===== config.mk =====
export PLATFORM = sky130hd
export DESIGN_NAME = fft_frame_seq_flat
export DESIGN_NICKNAME = d
export VERILOG_FILES = /design/src/rtl/fft_frame_seq_if.sv /design/src/rtl/fft_frame_seq.sv /design/src/flat_wrapper.sv
export SDC_FILE = /design/constraint.sdc
export NUM_CORES = 1
export LEC_CHECK = 0
export ABC_AREA = 1
export CAP_MARGIN = 5
export CORE_MARGIN = 4
export CORE_UTILIZATION = 45
export CTS_BUF_LIST = sky130_fd_sc_hd__clkbuf_8
export DETAILED_ROUTE_END_ITERATION = 8
export PLACE_DENSITY = 0.81
export RECOVER_POWER = 100
export SLEW_MARGIN = 5
export SYNTH_ARGS = -nofsm -noshare
export SYNTH_HDL_FRONTEND = slang
export SYNTH_SLANG_ARGS = --single-unit

===== constraint.sdc =====
create_clock -name clk -period 2.1 [get_ports clk]
set_clock_uncertainty 0.1 [all_clocks]
set_input_delay 0.42 -clock clk [delete_from_list [all_inputs] [get_ports clk]]
set_output_delay 0.42 -clock clk [all_outputs]
set_load 0.01 [all_outputs]

===== src/rtl/fft_frame_seq_if.sv =====
// Bin-level handshake, tag and status bundle between the FFT source, fft_mag_sq and spectral flux.
// master drives bins and frame_ready; slave is the frame sequencer.
interface fft_frame_seq_if #(
    parameter int N = 256
);
    localparam int IW = $clog2(N);

    logic          fft_valid;
    logic          fft_sop;
    logic          fft_eop;
    logic          fft_ready;
    logic          frame_ready;
    logic          dp_valid;
    logic          tag_valid;
    logic [IW-1:0] bin_idx;
    logic          bin_first;
    logic          bin_last;
    logic          frame_done;
    logic [15:0]   frame_count;
    logic          err_len;
    logic          err_nosop;

    modport master (
        output fft_valid, fft_sop, fft_eop, frame_ready,
        input  fft_ready, dp_valid, tag_valid, bin_idx, bin_first, bin_last,
               frame_done, frame_count, err_len, err_nosop
    );

    modport slave (
        input  fft_valid, fft_sop, fft_eop, frame_ready,
        output fft_ready, dp_valid, tag_valid, bin_idx, bin_first, bin_last,
               frame_done, frame_count, err_len, err_nosop
    );
endinterface


===== src/rtl/fft_frame_seq.sv =====
// Frames FFT bins for fft_mag_sq: gates bins beyond KEEP, tags survivors, counts frames, flags errors.
// Latency: dp_valid combinational; tags LAT cycles after dp_valid; frame_done once the tag pipe drains.
// Backpressure: frame-level only -- fft_ready follows frame_ready in IDLE, 1 in RUN, 0 while draining.
module fft_frame_seq #(
    parameter int N    = 256,
    parameter int KEEP = N / 2,
    parameter int LAT  = 3
) (
    input  logic                clk,
    input  logic                reset,
    fft_frame_seq_if.slave      bus
);
    localparam int IW       = $clog2(N);
    localparam int KEEP_EFF = (KEEP < N) ? KEEP : N;

    localparam logic [IW:0]   KEEP_W    = (IW + 1)'(KEEP_EFF);
    localparam logic [IW-1:0] LAST_KEEP = IW'(KEEP_EFF - 1);
    localparam logic [IW-1:0] LAST_IDX  = IW'(N - 1);

    typedef enum logic [1:0] {
        IDLE,
        RUN,
        DRAIN
    } state_t;

    typedef struct packed {
        logic          vld;
        logic [IW-1:0] idx;
        logic          first;
        logic          last;
    } tag_t;

    state_t        state_q, state_d;
    logic [IW-1:0] bin_cnt_q, bin_cnt_d;
    tag_t          pipe_q [LAT];
    tag_t          tag_in;
    logic          err_len_q, err_len_d;
    logic          err_nosop_q, err_nosop_d;
    logic [15:0]   frame_count_q;

    logic          ready;
    logic          accepted;
    logic          dp;
    logic          done_now;
    logic          pipe_empty;
    logic [IW-1:0] eff_idx;
    logic          is_last_idx;
    logic          ends_frame;

    always_comb begin
        pipe_empty = 1'b1;
        for (int i = 0; i < LAT; i++) begin
            if (pipe_q[i].vld) begin
                pipe_empty = 1'b0;
            end
        end
    end

    // A sop always restarts numbering at 0, whether it opens a frame or aborts one.
    always_comb begin
        eff_idx     = bus.fft_sop ? '0 : bin_cnt_q;
        is_last_idx = (eff_idx == LAST_IDX);
        ends_frame  = bus.fft_eop || is_last_idx;
    end

    always_comb begin
        state_d     = state_q;
        bin_cnt_d   = bin_cnt_q;
        ready       = 1'b0;
        accepted    = 1'b0;
        done_now    = 1'b0;
        err_len_d   = 1'b0;
        err_nosop_d = 1'b0;

        case (state_q)
            IDLE: begin
                ready = bus.frame_ready;
                if (bus.fft_valid) begin
                    if (bus.fft_sop && bus.frame_ready) begin
                        accepted = 1'b1;
                    end else begin
                        err_nosop_d = 1'b1;
                    end
                end
            end
            RUN: begin
                ready    = 1'b1;
                accepted = bus.fft_valid;
            end
            DRAIN: begin
                if (pipe_empty) begin
                    done_now = 1'b1;
                    state_d  = IDLE;
                end
            end
            default: begin
                state_d = IDLE;
            end
        endcase

        if (accepted) begin
            err_len_d = ((state_q == RUN) && bus.fft_sop) || (bus.fft_eop != is_last_idx);
            if (ends_frame) begin
                state_d   = DRAIN;
                bin_cnt_d = '0;
            end else begin
                state_d   = RUN;
                bin_cnt_d = eff_idx + 1'b1;
            end
        end
    end

    always_comb begin
        dp     = accepted && ({1'b0, eff_idx} < KEEP_W);
        tag_in = '0;
        if (dp) begin
            tag_in.vld   = 1'b1;
            tag_in.idx   = eff_idx;
            tag_in.first = (eff_idx == '0);
            tag_in.last  = (eff_idx == LAST_KEEP) || bus.fft_eop;
        end
    end

    always_ff @(posedge clk) begin
        if (reset) begin
            state_q       <= IDLE;
            bin_cnt_q     <= '0;
            err_len_q     <= 1'b0;
            err_nosop_q   <= 1'b0;
            frame_count_q <= '0;
            for (int i = 0; i < LAT; i++) begin
                pipe_q[i] <= '0;
            end
        end else begin
            state_q     <= state_d;
            bin_cnt_q   <= bin_cnt_d;
            err_len_q   <= err_len_d;
            err_nosop_q <= err_nosop_d;
            if (done_now) begin
                frame_count_q <= frame_count_q + 16'd1;
            end
            pipe_q[0] <= tag_in;
            for (int i = 1; i < LAT; i++) begin
                pipe_q[i] <= pipe_q[i-1];
            end
        end
    end

    // Combinational outputs are masked so nothing leaks out while reset is held.
    assign bus.fft_ready   = ready && !reset;
    assign bus.dp_valid    = dp && !reset;
    assign bus.frame_done  = done_now && !reset;
    assign bus.tag_valid   = pipe_q[LAT-1].vld;
    assign bus.bin_idx     = pipe_q[LAT-1].idx;
    assign bus.bin_first   = pipe_q[LAT-1].first;
    assign bus.bin_last    = pipe_q[LAT-1].last;
    assign bus.frame_count = frame_count_q;
    assign bus.err_len     = err_len_q;
    assign bus.err_nosop   = err_nosop_q;
endmodule


===== src/flat_wrapper.sv =====
// flat-port wrapper written by rule: the top's interface ports become plain ports
module fft_frame_seq_flat 
#(
    parameter int N    = 256,
    parameter int KEEP = N / 2,
    parameter int LAT  = 3
)
  (clk, reset, bus_fft_valid, bus_fft_sop, bus_fft_eop, bus_frame_ready, bus_fft_ready, bus_dp_valid, bus_tag_valid, bus_bin_idx, bus_bin_first, bus_bin_last, bus_frame_done, bus_frame_count, bus_err_len, bus_err_nosop);
  fft_frame_seq_if #(.N(N)) bus_i ();
  input  logic clk;
  input  logic reset;
  input wire logic [$bits(bus_i.fft_valid)-1:0] bus_fft_valid;
  input wire logic [$bits(bus_i.fft_sop)-1:0] bus_fft_sop;
  input wire logic [$bits(bus_i.fft_eop)-1:0] bus_fft_eop;
  input wire logic [$bits(bus_i.frame_ready)-1:0] bus_frame_ready;
  output wire logic [$bits(bus_i.fft_ready)-1:0] bus_fft_ready;
  output wire logic [$bits(bus_i.dp_valid)-1:0] bus_dp_valid;
  output wire logic [$bits(bus_i.tag_valid)-1:0] bus_tag_valid;
  output wire logic [$bits(bus_i.bin_idx)-1:0] bus_bin_idx;
  output wire logic [$bits(bus_i.bin_first)-1:0] bus_bin_first;
  output wire logic [$bits(bus_i.bin_last)-1:0] bus_bin_last;
  output wire logic [$bits(bus_i.frame_done)-1:0] bus_frame_done;
  output wire logic [$bits(bus_i.frame_count)-1:0] bus_frame_count;
  output wire logic [$bits(bus_i.err_len)-1:0] bus_err_len;
  output wire logic [$bits(bus_i.err_nosop)-1:0] bus_err_nosop;
  assign bus_i.fft_valid = bus_fft_valid;
  assign bus_i.fft_sop = bus_fft_sop;
  assign bus_i.fft_eop = bus_fft_eop;
  assign bus_i.frame_ready = bus_frame_ready;
  assign bus_fft_ready = bus_i.fft_ready;
  assign bus_dp_valid = bus_i.dp_valid;
  assign bus_tag_valid = bus_i.tag_valid;
  assign bus_bin_idx = bus_i.bin_idx;
  assign bus_bin_first = bus_i.bin_first;
  assign bus_bin_last = bus_i.bin_last;
  assign bus_frame_done = bus_i.frame_done;
  assign bus_frame_count = bus_i.frame_count;
  assign bus_err_len = bus_i.err_len;
  assign bus_err_nosop = bus_i.err_nosop;
  fft_frame_seq #(.N(N), .KEEP(KEEP), .LAT(LAT)) u_core (.clk(clk), .reset(reset), .bus(bus_i));
endmodule

==> results.yml <==
clock_tree:
  clk_latency_ps: 330
  tritoncts: "done"
  clock-root-buffer: "clkbuf_8"
  htree_levels: 3
  cts_buffers: 9
  hold_buffers: 0
  clkSinkCount: 61
  clockBufferDepth: 2
  clk_pin_slew_ps: 70
finish:
  area_delta_synth_final_pct: 27.2
  fill_cells: 515
  final_layout_size_suffix_gt1_share_pct: 12.8
  antenna_cells: 0
  multiInputGateArea_um2: 996
  final_nets: 421
  seqCellArea_um2: 1220
  final_util_pct: 59.5
sta:
  fin_crit_sh_pct: 96.7
  max-slew-margin-rel_pct: 50.0
  tightest_slew_ps: 750
  fin_tns_setup_ps: 0
  rsz0062_at_grt: "no"
  finalHoldViolCount: 0
  finalMaxSlewViolations: 0
  fmax_mhz: 493
  min_period_ps: 2030
  setup_viol: 0
flow_run:
  cap_violations: 0
worst_setup_path:
  worstPathMaxFanout: 4
  worstPathRequired_ps: 1580
  reg2reg_slack_ps: 250
  r2r-end: "u_core.bus.frame_count[7]"
  crit_path_end: "bus_frame_done"
  path_class: "primary input to output pin"
  arrival_ps: 1510
  rr_startpoint: "u_core.state_q[1]"
  worstSetupStartpoint: "reset"
  endpoint_kind: "output pin"
  cp-start-kind: "primary input"
  worst_r2r_path_depth: 8
pwr:
  power.leakage_nw: 1.51
  power_density_nw_per_um2: 710
  peakVddDrop_v: 0.000394
synth:
  syn-cell-area_um2: 2590
  synth_area_leaders: "dfxtp_1, inv_1, nand2_1"
  yosysSeqAreaShare_pct: 47.1
  synth-seq-cells: 61
  synthDistinctLibCells: 30
  async_flop_share_pct: 0
  yosysTopAreaCell: "dfxtp_1"
  avgSynthCellArea_um2: 7.41
  syn_nets: 361
  synth_edf_count: 0
  synth_flop_cell: "dfxtp_1"
  netlist_instances: 350
  synth_top_cell_area_share_pct: 47.1
  yosysWarnings: 0
route:
  drc_errors: 0
  dr_wl_met2_um: 2450
  vias: 2248
  ant_nets: 0
  met3_length_um: 226
  dr.max_layer_used: "met4"
  wl_per_cell_um: 10.9
  vias_per_cell: 4.62
  wl_met1_um: 2490
  dr.pass1.iters: 4
  drt-initial-drc-count: 96
  totalWireLength_um: 5310
min_path:
  holdCritPathClass: "flip-flop to flip-flop"
floorplanning:
  ios: 38
  fp-row-count: 27
  core_um2: 5540
  die_area_um2: 7040
  die_w_um: 83.9
  dieHeight_um: 83.9
  start_util_pct: 46.8
global_routing:
  grt_pass1_wl_um: 9390
  grt_max_degree: 20
  grt_antenna_before_repair: 0
  grt_pass1_vias: 2226
  grt_overflow: 0
  grt_usage_pct: 16.6
place:
  dp_hpwl_um: 3880
  io_buffers: 37
  globalplace.congestion: 0.906
status:
  run_status: "finished clean"
-- worst min-delay path by stage --
stage	startpoint	to	slack [ps]	cells after the start
3_3_place_gp	u_core.pipe_q[0][18]	u_core.pipe_q[0][29]	290	2
4_1_cts	u_core.pipe_q[0][19]	u_core.pipe_q[0][30]	300	2
3_5_place_dp	u_core.pipe_q[0][19]	u_core.pipe_q[0][30]	290	2
5_1_grt	u_core.pipe_q[0][17]	u_core.pipe_q[0][28]	320	2
6_report	u_core.pipe_q[0][19]	u_core.pipe_q[0][30]	300	2
2_1_floorplan	u_core.pipe_q[0][0]	u_core.pipe_q[0][11]	290	2
-- state kept, by name, indices dropped and copies added (netlist names) --
signal                  count
u_core.pipe_q              33
u_core.bus.frame_count     16
u_core.state_q              2
u_core.bus.err_nosop        1
u_core.bus.err_len          1
u_core.bin_cnt_q            8
-- power by group --
part,switching [mW],total [mW],internal (mW)
combinational,0.0719,0.122,0.0499
sequential,0.00723,1.18,1.17
clock,0.487,1.04,0.553
total,0.566,2.34,1.77
-- critical path, cell delays in order --
cell	delay (ps)
clkdlybuf4s50_1	420
buf_4	160
buf_4	130
nor2_1	120
clkdlybuf4s15_1	260
-- layout by cell type (no fill, tap or decap), drive strengths merged --
master         Yosys  layout
a211oi             1       1
a21oi             18      18
a22oi              1       1
buf               10      16
bufinv             0       1
clkbuf             4      20
clkdlybuf4s15      0       1
clkdlybuf4s50      0       4
clkinv             0       5
conb               1       1
dfxtp             61      61
dlygate4sd2        0       2
dlygate4sd3        0      29
ha                 5       5
inv               69      70
nand2             67      67
nand3             18      18
nand4              9       9
nor2              67      67
nor3               6       6
nor3b              2       2
nor4               1       1
o21ai              7       7
o21bai             1       1
xor2               2       2
-- stage by stage --
stage | setup WS, ps | area, um^2 | power (mW) | std cells | hold WS [ps]
3_5_place_dp | -362 | 3150 | 1.34 | 471 | 294
3_3_place_gp | -324 | 3150 | 1.33 | 471 | 290
6_report | 70.1 | 3300 | 2.34 | 487 | 301
4_1_cts | 20.9 | 3350 | 2.36 | 487 | 304
2_1_floorplan | 122 | 2590 | 1.27 | 350 | 288
5_1_grt | 2.61 | 3300 | 2.43 | 487 | 317
-- cells in the mapped netlist (2+ instances only) --
library cell	count
nand3_1	16
buf_6	2
ha_1	5
nor3_1	5
nor2_2	3
nor2_4	5
buf_4	8
nand2_2	2
inv_2	4
xor2_1	2
nand2_1	64
a21oi_1	18
dfxtp_1	61
nand3_2	2
clkbuf_1	4
nand4_1	8
o21ai_0	5
inv_1	65
nor2_1	59
nor3b_1	2
-- kinds of logic (layout without fill, tap and decap cells) --
family                   Yosys count  count (layout)  synth area share [%]
AND/OR/NAND/NOR                  170             170                  30.1
buffers and inverters             83             148                  13.8
flip-flops                        61              61                  47.1
AO/OA/AOI/OAI                     28              28                  5.84
adder cells (fa/ha/maj)            5               5                  2.41
XOR/XNOR                           2               2                 0.676
other                              1               1                 0.145
-- metal layers --
| layer | track usage [%] | vias to the layer above |
|---|---|---|
| met5 | 0 | - |
| met4 | 7.89 | 0 |
| met3 | 5.33 | 12 |
| met2 | 27.4 | 45 |
| met1 | 19.5 | 1012 |
| li1 | - | 1179 |
-- cell type report --
cell class / instances / area share, %
clock buffers: 9 / 3.76
clock inverters: 7 / 2.28
inverters: 69 / 7.86
repair buffers: 63 / 16.1
well taps: 72 / 2.73
multi-input cells: 206 / 30.2
flip-flops and latches: 61 / 37.0
-- timing repair --
action / 4_1_cts / 5_1_grt
setup endpoints to repair: 5 / 2
buffers inserted: 0 / 0
gates resized for setup: 10 / 1
pin swaps: 2 / 1
Note: power is estimated with default switching activity, not from simulation.
